<file path="src/rtl/mse_topk_sorter_if.sv">
// rtl/mse_topk_sorter_if.sv - MSE sample input stream and ranked result output stream
// master drives samples and consumes results; slave is the sorter side.
interface mse_topk_sorter_if #(
  parameter int WORD_WIDTH = 32,
  parameter int ADDR_W     = 8,
  parameter int RANK_W     = 2
);
  logic                  mse_in_valid;
  logic                  mse_in_ready;
  logic [WORD_WIDTH-1:0] mse_in_value;
  logic [ADDR_W-1:0]     mse_in_ref;
  logic                  mse_in_last;

  logic                  mse_out_valid;
  logic                  mse_out_ready;
  logic [WORD_WIDTH-1:0] mse_out_value;
  logic [ADDR_W-1:0]     mse_out_ref;
  logic [RANK_W-1:0]     mse_out_rank;
  logic                  mse_out_last;

  modport master (
    output mse_in_valid, mse_in_value, mse_in_ref, mse_in_last, mse_out_ready,
    input  mse_in_ready, mse_out_valid, mse_out_value, mse_out_ref, mse_out_rank, mse_out_last
  );

  modport slave (
    input  mse_in_valid, mse_in_value, mse_in_ref, mse_in_last, mse_out_ready,
    output mse_in_ready, mse_out_valid, mse_out_value, mse_out_ref, mse_out_rank, mse_out_last
  );
endinterface

</file>
<file path="src/rtl/mse_topk_sorter.sv">
// rtl/mse_topk_sorter.sv - keeps the TOP_K smallest MSE results of a sweep and drains them ranked
// Optional running-maximum tracker enabled by MSE_TOPK_MAX_TRACK_EN.
module mse_topk_sorter #(
  parameter int WORD_WIDTH            = 32,
  parameter int HSI_LIBRARY_SIZE      = 256,
  parameter int HSI_LIBRARY_SIZE_ADDR = $clog2(HSI_LIBRARY_SIZE),
  parameter int TOP_K                 = 4,
  parameter int RANK_W                = $clog2(TOP_K)
) (
  input  logic                             clk,
  input  logic                             rst_n,
  input  logic                             clear,
  mse_topk_sorter_if.slave                 bus,
  output logic [WORD_WIDTH-1:0]            mse_max_value,
  output logic [HSI_LIBRARY_SIZE_ADDR-1:0] mse_max_ref
);

  typedef enum logic {COLLECT, DRAIN} state_e;

  state_e                           state_q, state_d;
  logic [RANK_W-1:0]                idx_q, idx_d;
  logic [TOP_K-1:0]                 vld_q, vld_d;
  logic [WORD_WIDTH-1:0]            val_q [TOP_K];
  logic [WORD_WIDTH-1:0]            val_d [TOP_K];
  logic [HSI_LIBRARY_SIZE_ADDR-1:0] ref_q [TOP_K];
  logic [HSI_LIBRARY_SIZE_ADDR-1:0] ref_d [TOP_K];

  logic                             in_ready_q;
  logic                             out_valid_q;
  logic [WORD_WIDTH-1:0]            out_value_q, out_value_d;
  logic [HSI_LIBRARY_SIZE_ADDR-1:0] out_ref_q, out_ref_d;
  logic [RANK_W-1:0]                out_rank_q, out_rank_d;
  logic                             out_last_q, out_last_d;

  logic [TOP_K-1:0]                 gt;
  logic [RANK_W-1:0]                last_idx;
  logic                             accept;
  logic                             out_hs;

  assign accept = (state_q == COLLECT) && bus.mse_in_valid;
  assign out_hs = (state_q == DRAIN) && bus.mse_out_ready;

  // gt is monotonic over a sorted contiguous table, so its first set bit is the insert slot.
  always_comb begin
    for (int i = 0; i < TOP_K; i++) begin
      gt[i] = !vld_q[i] || (val_q[i] > bus.mse_in_value);
    end
  end

  always_comb begin
    state_d = state_q;
    idx_d   = idx_q;
    vld_d   = vld_q;
    val_d   = val_q;
    ref_d   = ref_q;

    if (clear) begin
      state_d = COLLECT;
      idx_d   = '0;
      vld_d   = '0;
    end else if (accept) begin
      if (gt[0]) begin
        val_d[0] = bus.mse_in_value;
        ref_d[0] = bus.mse_in_ref;
        vld_d[0] = 1'b1;
      end
      for (int i = 1; i < TOP_K; i++) begin
        if (gt[i]) begin
          if (gt[i-1]) begin
            val_d[i] = val_q[i-1];
            ref_d[i] = ref_q[i-1];
            vld_d[i] = vld_q[i-1];
          end else begin
            val_d[i] = bus.mse_in_value;
            ref_d[i] = bus.mse_in_ref;
            vld_d[i] = 1'b1;
          end
        end
      end
      if (bus.mse_in_last) begin
        state_d = DRAIN;
        idx_d   = '0;
      end
    end else if (out_hs) begin
      if (out_last_q) begin
        state_d = COLLECT;
        idx_d   = '0;
        vld_d   = '0;
      end else begin
        idx_d = idx_q + RANK_W'(1);
      end
    end
  end

  // Output registers are loaded from next-state so they are valid on the same edge DRAIN begins.
  always_comb begin
    last_idx = '0;
    for (int i = 0; i < TOP_K; i++) begin
      if (vld_d[i]) last_idx = RANK_W'(i);
    end
    out_value_d = '0;
    out_ref_d   = '0;
    out_rank_d  = '0;
    out_last_d  = 1'b0;
    if (state_d == DRAIN) begin
      out_value_d = val_d[idx_d];
      out_ref_d   = ref_d[idx_d];
      out_rank_d  = idx_d;
      out_last_d  = (idx_d == last_idx);
    end
  end

  always_ff @(posedge clk or negedge rst_n) begin
    if (!rst_n) begin
      state_q     <= COLLECT;
      idx_q       <= '0;
      vld_q       <= '0;
      for (int i = 0; i < TOP_K; i++) begin
        val_q[i] <= '0;
        ref_q[i] <= '0;
      end
      in_ready_q  <= 1'b1;
      out_valid_q <= 1'b0;
      out_value_q <= '0;
      out_ref_q   <= '0;
      out_rank_q  <= '0;
      out_last_q  <= 1'b0;
    end else begin
      state_q     <= state_d;
      idx_q       <= idx_d;
      vld_q       <= vld_d;
      val_q       <= val_d;
      ref_q       <= ref_d;
      in_ready_q  <= (state_d == COLLECT);
      out_valid_q <= (state_d == DRAIN);
      out_value_q <= out_value_d;
      out_ref_q   <= out_ref_d;
      out_rank_q  <= out_rank_d;
      out_last_q  <= out_last_d;
    end
  end

  assign bus.mse_in_ready  = in_ready_q;
  assign bus.mse_out_valid = out_valid_q;
  assign bus.mse_out_value = out_value_q;
  assign bus.mse_out_ref   = out_ref_q;
  assign bus.mse_out_rank  = out_rank_q;
  assign bus.mse_out_last  = out_last_q;

`ifdef MSE_TOPK_MAX_TRACK_EN
  logic [WORD_WIDTH-1:0]            run_val_q, run_val_d;
  logic [HSI_LIBRARY_SIZE_ADDR-1:0] run_ref_q, run_ref_d;
  logic                             run_any_q, run_any_d;
  logic [WORD_WIDTH-1:0]            max_val_q, max_val_d;
  logic [HSI_LIBRARY_SIZE_ADDR-1:0] max_ref_q, max_ref_d;

  // >= lets the latest reference win ties; the published max is cleared on a sweep's first accept.
  always_comb begin
    run_val_d = run_val_q;
    run_ref_d = run_ref_q;
    run_any_d = run_any_q;
    max_val_d = max_val_q;
    max_ref_d = max_ref_q;
    if (clear) begin
      run_val_d = '0;
      run_ref_d = '0;
      run_any_d = 1'b0;
      max_val_d = '0;
      max_ref_d = '0;
    end else if (accept) begin
      if (!run_any_q || (bus.mse_in_value >= run_val_q)) begin
        run_val_d = bus.mse_in_value;
        run_ref_d = bus.mse_in_ref;
      end
      if (bus.mse_in_last) begin
        max_val_d = run_val_d;
        max_ref_d = run_ref_d;
        run_any_d = 1'b0;
      end else begin
        if (!run_any_q) begin
          max_val_d = '0;
          max_ref_d = '0;
        end
        run_any_d = 1'b1;
      end
    end
  end

  always_ff @(posedge clk or negedge rst_n) begin
    if (!rst_n) begin
      run_val_q <= '0;
      run_ref_q <= '0;
      run_any_q <= 1'b0;
      max_val_q <= '0;
      max_ref_q <= '0;
    end else begin
      run_val_q <= run_val_d;
      run_ref_q <= run_ref_d;
      run_any_q <= run_any_d;
      max_val_q <= max_val_d;
      max_ref_q <= max_ref_d;
    end
  end

  assign mse_max_value = max_val_q;
  assign mse_max_ref   = max_ref_q;
`else
  assign mse_max_value = '0;
  assign mse_max_ref   = '0;
`endif

endmodule

</file>
<file path="src/flat_wrapper.sv">
// flat-port wrapper written by rule: the top's interface ports become plain ports
module mse_topk_sorter_flat 
#(
  parameter int WORD_WIDTH            = 32,
  parameter int HSI_LIBRARY_SIZE      = 256,
  parameter int HSI_LIBRARY_SIZE_ADDR = $clog2(HSI_LIBRARY_SIZE),
  parameter int TOP_K                 = 4,
  parameter int RANK_W                = $clog2(TOP_K)
)
  (clk, rst_n, clear, mse_max_value, mse_max_ref, bus_mse_in_valid, bus_mse_in_value, bus_mse_in_ref, bus_mse_in_last, bus_mse_out_ready, bus_mse_in_ready, bus_mse_out_valid, bus_mse_out_value, bus_mse_out_ref, bus_mse_out_rank, bus_mse_out_last);
  mse_topk_sorter_if #(.WORD_WIDTH(WORD_WIDTH), .ADDR_W((8)), .RANK_W(RANK_W)) bus_i ();
  input  logic clk;
  input  logic rst_n;
  input  logic clear;
  output logic [WORD_WIDTH-1:0] mse_max_value;
  output logic [HSI_LIBRARY_SIZE_ADDR-1:0] mse_max_ref;
  input wire logic [$bits(bus_i.mse_in_valid)-1:0] bus_mse_in_valid;
  input wire logic [$bits(bus_i.mse_in_value)-1:0] bus_mse_in_value;
  input wire logic [$bits(bus_i.mse_in_ref)-1:0] bus_mse_in_ref;
  input wire logic [$bits(bus_i.mse_in_last)-1:0] bus_mse_in_last;
  input wire logic [$bits(bus_i.mse_out_ready)-1:0] bus_mse_out_ready;
  output wire logic [$bits(bus_i.mse_in_ready)-1:0] bus_mse_in_ready;
  output wire logic [$bits(bus_i.mse_out_valid)-1:0] bus_mse_out_valid;
  output wire logic [$bits(bus_i.mse_out_value)-1:0] bus_mse_out_value;
  output wire logic [$bits(bus_i.mse_out_ref)-1:0] bus_mse_out_ref;
  output wire logic [$bits(bus_i.mse_out_rank)-1:0] bus_mse_out_rank;
  output wire logic [$bits(bus_i.mse_out_last)-1:0] bus_mse_out_last;
  assign bus_i.mse_in_valid = bus_mse_in_valid;
  assign bus_i.mse_in_value = bus_mse_in_value;
  assign bus_i.mse_in_ref = bus_mse_in_ref;
  assign bus_i.mse_in_last = bus_mse_in_last;
  assign bus_i.mse_out_ready = bus_mse_out_ready;
  assign bus_mse_in_ready = bus_i.mse_in_ready;
  assign bus_mse_out_valid = bus_i.mse_out_valid;
  assign bus_mse_out_value = bus_i.mse_out_value;
  assign bus_mse_out_ref = bus_i.mse_out_ref;
  assign bus_mse_out_rank = bus_i.mse_out_rank;
  assign bus_mse_out_last = bus_i.mse_out_last;
  mse_topk_sorter #(.WORD_WIDTH(WORD_WIDTH), .HSI_LIBRARY_SIZE(HSI_LIBRARY_SIZE), .HSI_LIBRARY_SIZE_ADDR(HSI_LIBRARY_SIZE_ADDR), .TOP_K(TOP_K), .RANK_W(RANK_W)) u_core (.clk(clk), .rst_n(rst_n), .clear(clear), .bus(bus_i), .mse_max_value(mse_max_value), .mse_max_ref(mse_max_ref));
endmodule
</file>
<file path="config.mk">
export PLATFORM = sky130hd
export DESIGN_NAME = mse_topk_sorter_flat
export DESIGN_NICKNAME = d
export VERILOG_FILES = /design/src/rtl/mse_topk_sorter_if.sv /design/src/rtl/mse_topk_sorter.sv /design/src/flat_wrapper.sv
export SDC_FILE = /design/constraint.sdc
export NUM_CORES = 1
export LEC_CHECK = 0
export ABC_AREA = 1
export CORE_MARGIN = 2
export CORE_UTILIZATION = 54
export CTS_CLUSTER_DIAMETER = 120
export DETAILED_ROUTE_END_ITERATION = 10
export PLACE_DENSITY = 0.87
export SYNTH_ARGS = -nofsm -noshare
export SYNTH_HDL_FRONTEND = slang
export SYNTH_SLANG_ARGS = --single-unit
</file>
<file path="constraint.sdc">
create_clock -name clk -period 2.1 [get_ports clk]
set_input_delay 0.42 -clock clk [delete_from_list [all_inputs] [get_ports clk]]
set_output_delay 0.42 -clock clk [all_outputs]
set_load 0.02 [all_outputs]
</file>
==> results.md, run 1 <==
- The run stopped with a tool error.
- The last stage the flow got to is global routing.
- The first error in the log reads "[ERROR GRT-0232] Routing congestion too high. Check the congestion heatmap in the GUI".
- The average instance in the mapped netlist occupies 6.92 um2.
- CTS placed an instance of clkbuf_16 at the clock tree root.
- Ranked by total cell area, the synthesized netlist is headed by dfrtp_1 (34%), nand2_1 (18%), nand3_1 (12%).
- The share of synthesized area occupied by flip-flops and latches is 34.5%.
- The horizontal die dimension is 172 um.
- The initial utilization of the core area, before any placement, comes to 55.0%.
- The share of synthesized area in the top cell type comes to 34.3%.
- The last worst endpoint in the global-route repair_timing is u_core.bus.mse_out_value[3]$_DFF_PN0_/D.
- The synthesis-stage register bit count is 211.
- Counting tap cells, the placed design contains a total of 2,773 instances.
- The largest net degree at the start of global routing is 51.
- The share of async-settable or async-resettable flops after synthesis is 100%.
- The number of synthesized flops with an enable pin is 0.
- The CTS H-tree depth is 1.
- The number of I/O pins is 131.
- In this run the cell area of the synthesized design comes to 15,300 um2.
- The synthesized design spends more area on one cell type than any other, namely dfrtp_1.
- After the last repair the worst path ends at a register data pin.
- The main flop type after synthesis is dfrtp_1.
- The total number of placement rows is 61.
- The number of buffers created by CTS is 25.
- After global routing the overflow that remains totals 51.
- The count of yosys warnings during synthesis is 0.
- Synthesis handed over a netlist of 2,212 instances.
- At the end of routability-driven placement, the weighted congestion stood at 1.01.
- After synthesis, the netlist uses 34 different library cells.
- Global routing consumed, over all layers together, 76.1% of the routing resources.
- The wire-length estimate of the detail-placed layout is 34.3 mm.
- The die is 172 um tall.
- The count of buffers added on input and output ports is 90.
- The clock tree buffer depth is 3.
- For this design, the sink count on the clock tree is 211.
[cell usage after synthesis (all sizes together) (3+ instances only)]
cell type  number
and2          159
nor2           36
dfrtp         210
nand2         731
o21ai          30
nor4            4
a21oi          60
clkbuf         32
ha            128
inv           324
nor3            4
nand3         359
o22ai           3
o21bai          3
buf           101
o21a            7
nand4          11
[routing by layer]
layer  global-route usage [%]  overflow
met3                     68.5         1
met1                     75.3         1
met2                     87.7        26
met4                     72.6        23
met5                     45.0         0
[metrics by stage]
step	setup WS [ns]	instance area (um2)
after CTS	-0.564	21000
after detailed placement	-1.37	17900
after global placement	-1.35	17900
after floorplan	-0.195	15500
[cell families after synthesis]
| family | Yosys count | share of synthesized area, % |
|---|---|---|
| and+or+nand+nor | 1307 | 38.3 |
| buffers and inverters | 457 | 12.8 |
| DFF | 211 | 34.5 |
| adders and majority gates | 128 | 10.5 |
| AOI/OAI and AO/OA | 107 | 3.92 |
| xor gates and xnor gates | 1 | 0.0572 |
| other | 1 | 0.0245 |
[timing repair]
item                                    4_1_cts
endpoints found under the setup margin      204
gates resized for setup                     402
hold endpoints to repair                     35
buffers inserted                             32
gates cloned                                 22
hold buffers                                  1
pin swaps                                   116
==> inputs of run 2 (changes only) <==
CORE_UTILIZATION = 40   (was 54)
CTS_CLUSTER_DIAMETER = not set   (was 120)
PLACE_DENSITY = not set   (was 0.87)
PLACE_DENSITY_LB_ADDON = 0.15   (was not set)
clock period = 2.7 ns   (was 2.1 ns; I/O delays follow)
==> results.md, run 2 <==
- The TritonCTS clock tree is done.
- The worst hold path passes through 4 cells.
- The power density of the placed cells is 761 nW/um2.
- At the worst endpoint, the arrival time is 3.13 ns.
- The number of I/O pins is 131 (unchanged).
- The aggregate negative setup slack is 0 ns.
- The share of synthesized area occupied by flip-flops and latches is 34.5% (unchanged).
- The max-slew violation count is 0.
- The final period demand of the worst path is 2.67 ns.
- The final weighted congestion in routability-driven placement was 0.886 (-12%).
- After synthesis, the cell types taking the most area are dfrtp_1 (34%), nand2_1 (18%), nand3_1 (12%).
- The worst hold path begins at bus_mse_in_value[27].
- The worst setup path is launched from a primary input.
- The synthesis-stage register bit count is 211 (unchanged).
- The routed wirelength normalized by instance count is 19.4 um.
- After layout, the design draws a total of 15.8 mW.
- The total clock sinks is 211 (unchanged).
- At the worst endpoint, the required time is 3.16 ns.
- The synthesized design spends more area on one cell type than any other, namely dfrtp_1.
- The horizontal die dimension came to 200 um (+16%).
- The final-stage net count is 2,613.
- The combinational family with the most area after synthesis is simple AND/OR/NAND/NOR gates.
- The count of yosys warnings during synthesis is 0 (unchanged).
- The clock insertion delay at the later pin of the skew report is 0.57 ns.
- The most instantiated library cell after synthesis is nand2_1.
- Per report_power, the combinational group accounts for 46.9% of the total.
- The share of cell area taken by muxes after synthesis came to 0% (unchanged).
- In this run the clock root is driven by a clkbuf_16.
- The share of async-settable or async-resettable flops after synthesis is 100% (unchanged).
- The final HPWL from detailed placement came to 35.1 mm (+2.2%).
- For hold timing, the worst endpoint is u_core.val_q[91].
- The count of antenna diodes in the layout is 0.
- The CTS H-tree depth is 1 (unchanged).
- The region available for standard cell placement spans 37,700 um2.
- The relative max-transition margin is 60.5%.
- The worst setup path is captured at a flip-flop.
- Counting instances in the post-synthesis netlist gives the leading cell types as nand2_1 (726), nand3_1 (359), inv_1 (315).
- The start of the worst register-to-register path is u_core.val_q[125].
- The effective utilization at floorplan is 40.7% (-14 points).
- Static timing analysis puts the maximum clock frequency at 374 MHz.
- The capture instance of the worst register-to-register path is u_core.bus.mse_out_value[16].
- The commonest non-fill, non-tap cell in the layout is nand2_1.
- The number of vias in the routed layout is 15,385.
- The final number of hold-violating endpoints is 0.
- In the routed design, unresolved DRC markers number 0.
- The number of flip-flops in the largest register is 128.
- The first detailed-routing pass ran for 5 iterations.
- The clock tree buffer depth was 3 (unchanged).
- The area after detailed placement is 17,800 um2 (-0.34%).
- After clock tree synthesis, the clock-pin slew on the worst setup and hold paths is 0.06 ns.
- The aggregate routed wire length is 57.7 mm.
- The number of I/O port buffers came to 90 (unchanged).
- The class of the worst hold path is in -> reg.
- The compound-cell area share of the yosys netlist is 3.92% (unchanged).
- The final setup violation count is 0.
- Counting cells, the worst reg-to-reg path comes to 16.
- The number of antenna violations at the first check in global routing is 0.
- The post-synthesis share of cell area spent on full adders, half adders and majority gates is 10.5% (unchanged).
- The main flop type after synthesis is dfrtp_1.
- The number of synthesized flops with an enable pin is 0 (unchanged).
- The via count of the first global-routing pass came to 14,839.
- The distinct cell type count after synthesis is 34 (unchanged).
- The mean post-synth cell area is 6.92 um2 (unchanged).
- The global-route usage over all layers is 27.3%.
- The share of the cycle needed by the critical path after routing is 99.0%.
- Summed over all layers, the global routing overflow is 0.
- Of the cells placed in the final design, the portion with a size suffix greater than 1 is 20.3%.
- The simple-gate area share of the yosys netlist is 38.3% (unchanged).
- Once layout is done, the placed cells without fillers occupy 20,800 um2.
- The clock network fraction of design power is 23.0%.
- Setup repair after global routing could not meet its margin everywhere.
- Leaving out fill and tap cells, the most frequent cells in the layout are nand2_1 (638), nand3_1 (309), inv_1 (287).
- The overall die area is 39,900 um2.
- The largest fanout on the critical path is 7.
- The type of the worst setup path is in -> reg.
- The total number of placement rows is 71 (+16%).
- The worst slack after detailed placement came to -0.994 ns (+0.374 ns).
- The height of the die is 200 um (+16%).
- The parity-gate share of the synthesized area counting xor and xnor cells came to 0.0572% (unchanged).
- The run finished with clean final reports.
- For the pin with the worst max-slew slack, the measured transition is 0.592 ns.
- The worst voltage drop across the vdd grid is 489 uV.
- The number of buffers created by CTS came to 27 (+8.0%).
- The max-capacitance violation count is 0.
- Setup slack on the worst reg-to-reg path comes out at 0.04 ns.
- The average vias per placed instance is 5.18.
- For this run, the share of the core covered by cells in the final layout is 55.2%.
- The post-route antenna net violation count is 0.
- After the first detailed-routing iteration, the DRC count stood at 1,234.
- The first global-routing pass estimated 83.0 mm of wire.
- u_core.val_q holds more flip-flops than any other register.
- Between clock sinks in the finished design, the worst skew comes to 0.0209 ns.
- The share of total power consumed by net switching is 40.7%.
- The largest net degree at the start of global routing is 61.
- The sequential fraction of design power is 30.1%.
- The leakage power total is 10.9 nW.
- The gate count of the mapped netlist is 2,212 (unchanged).
- The area of the mapped netlist is 15,300 um2 (unchanged).
- Compared with the post-synthesis result, the final layout area differs by 35.8%.
- The net switching component of the power is 6.44 mW.
- The least setup slack across all paths after layout is 0.0277 ns.
- The area share of the largest cell type after synthesis is 34.3% (unchanged).
- The internal power contribution is 9.38 mW.
## run 2: cell counts after synthesis
Identical to the previous run, type by type.
## run 2: layout make-up
type / count / area [um2]
clock buffer: 42 / 812
clock inverter: 7 / 63.8
fill: 3571 / 16900
inverter: 324 / 1260
multi-input combinational: 1583 / 9310
sequential: 211 / 5280
tap: 511 / 639
timing repair buffer: 292 / 3430
## run 2: power groups by stage
stage	registers, mW	logic (mW)	clock network [mW]
6_report	4.76	7.42	3.65
5_1_grt	4.84	8.25	3.83
4_1_cts	4.69	6.46	3.70
3_5_place_dp	4.72	6.02	0
3_3_place_gp	4.70	5.93	0
2_1_floorplan	4.60	4.08	0
## run 2: how the worst max path moves through the flow
| stage | from | cells past startpoint | endpoint |
|---|---|---|---|
| 6_report | bus_mse_in_value[25] | 19 | u_core.bus.mse_out_value[16] |
| 5_1_grt | u_core.val_q[56] | 17 | u_core.bus.mse_out_value[6] |
| 4_1_cts | bus_mse_in_value[9] | 21 | u_core.bus.mse_out_value[9] |
| 3_5_place_dp | bus_mse_in_value[27] | 21 | u_core.bus.mse_out_ref[0] |
| 3_3_place_gp | bus_mse_in_value[25] | 19 | u_core.bus.mse_out_value[2] |
| 2_1_floorplan | bus_mse_in_value[31] | 17 | u_core.bus.mse_out_value[31] |
## run 2: kinds of logic after synthesis
group                    Yosys count
adder cells (fa/ha/maj)          128
XOR/XNOR                           1
other                              1
AO/OA/AOI/OAI                    107
buffers and inverters            457
flip-flops                       211
AND/OR/NAND/NOR                 1307
## run 2: per-stage QoR
stage / cells / hold WS (ns)
CTS: 2947 / 0.430
floorplan: 2251 / 0.244
detailed placement: 2879 / 0.555
global route: 2970 / 0.379
finish: 2970 / 0.346
global placement: 2879 / 0.552
## run 2: timing repair
item                                    in CTS  in global routing
resized for setup                          136                232
cloned                                       8                 17
endpoints found under the setup margin     203                168
hold buffers                                 1                  0
endpoints found under the hold margin       56                  0
pin swaps                                   32                 51
buffers inserted                            11                  8
## run 2: metal layers
layer	up-vias	part of all wire (%)	GRT usage, %
met4	0	3.3	9.08
met2	606	45	43.6
li1	7321	-	-
met5	-	0	0
met1	7338	44	38.1
met3	120	7.5	3.80
## run 2: worst max-delay path: stages
cell and delay, ns:
clkdlybuf4s15_2 0.20, inv_1 0.06, buf_4 0.14, buf_4 0.16, ha_4 0.26, buf_4 0.09
nand4_1 0.22, nor4_4 0.27, nand3b_1 0.13, nand2_2 0.13, nand2_8 0.13, buf_12 0.18
buf_16 0.15, nand2_1 0.07, nand3_1 0.10, nand3_1 0.08, nand2_1 0.08, nand2_2 0.08
inv_1 0.05
Note: power is estimated with default switching activity, not from simulation.
==> inputs of run 3 (changes only) <==
GPL_ROUTABILITY_DRIVEN = 0   (was not set)
==> results of run 3 <==
No change in the layout: final DEF, timing and power equal those of run 2.
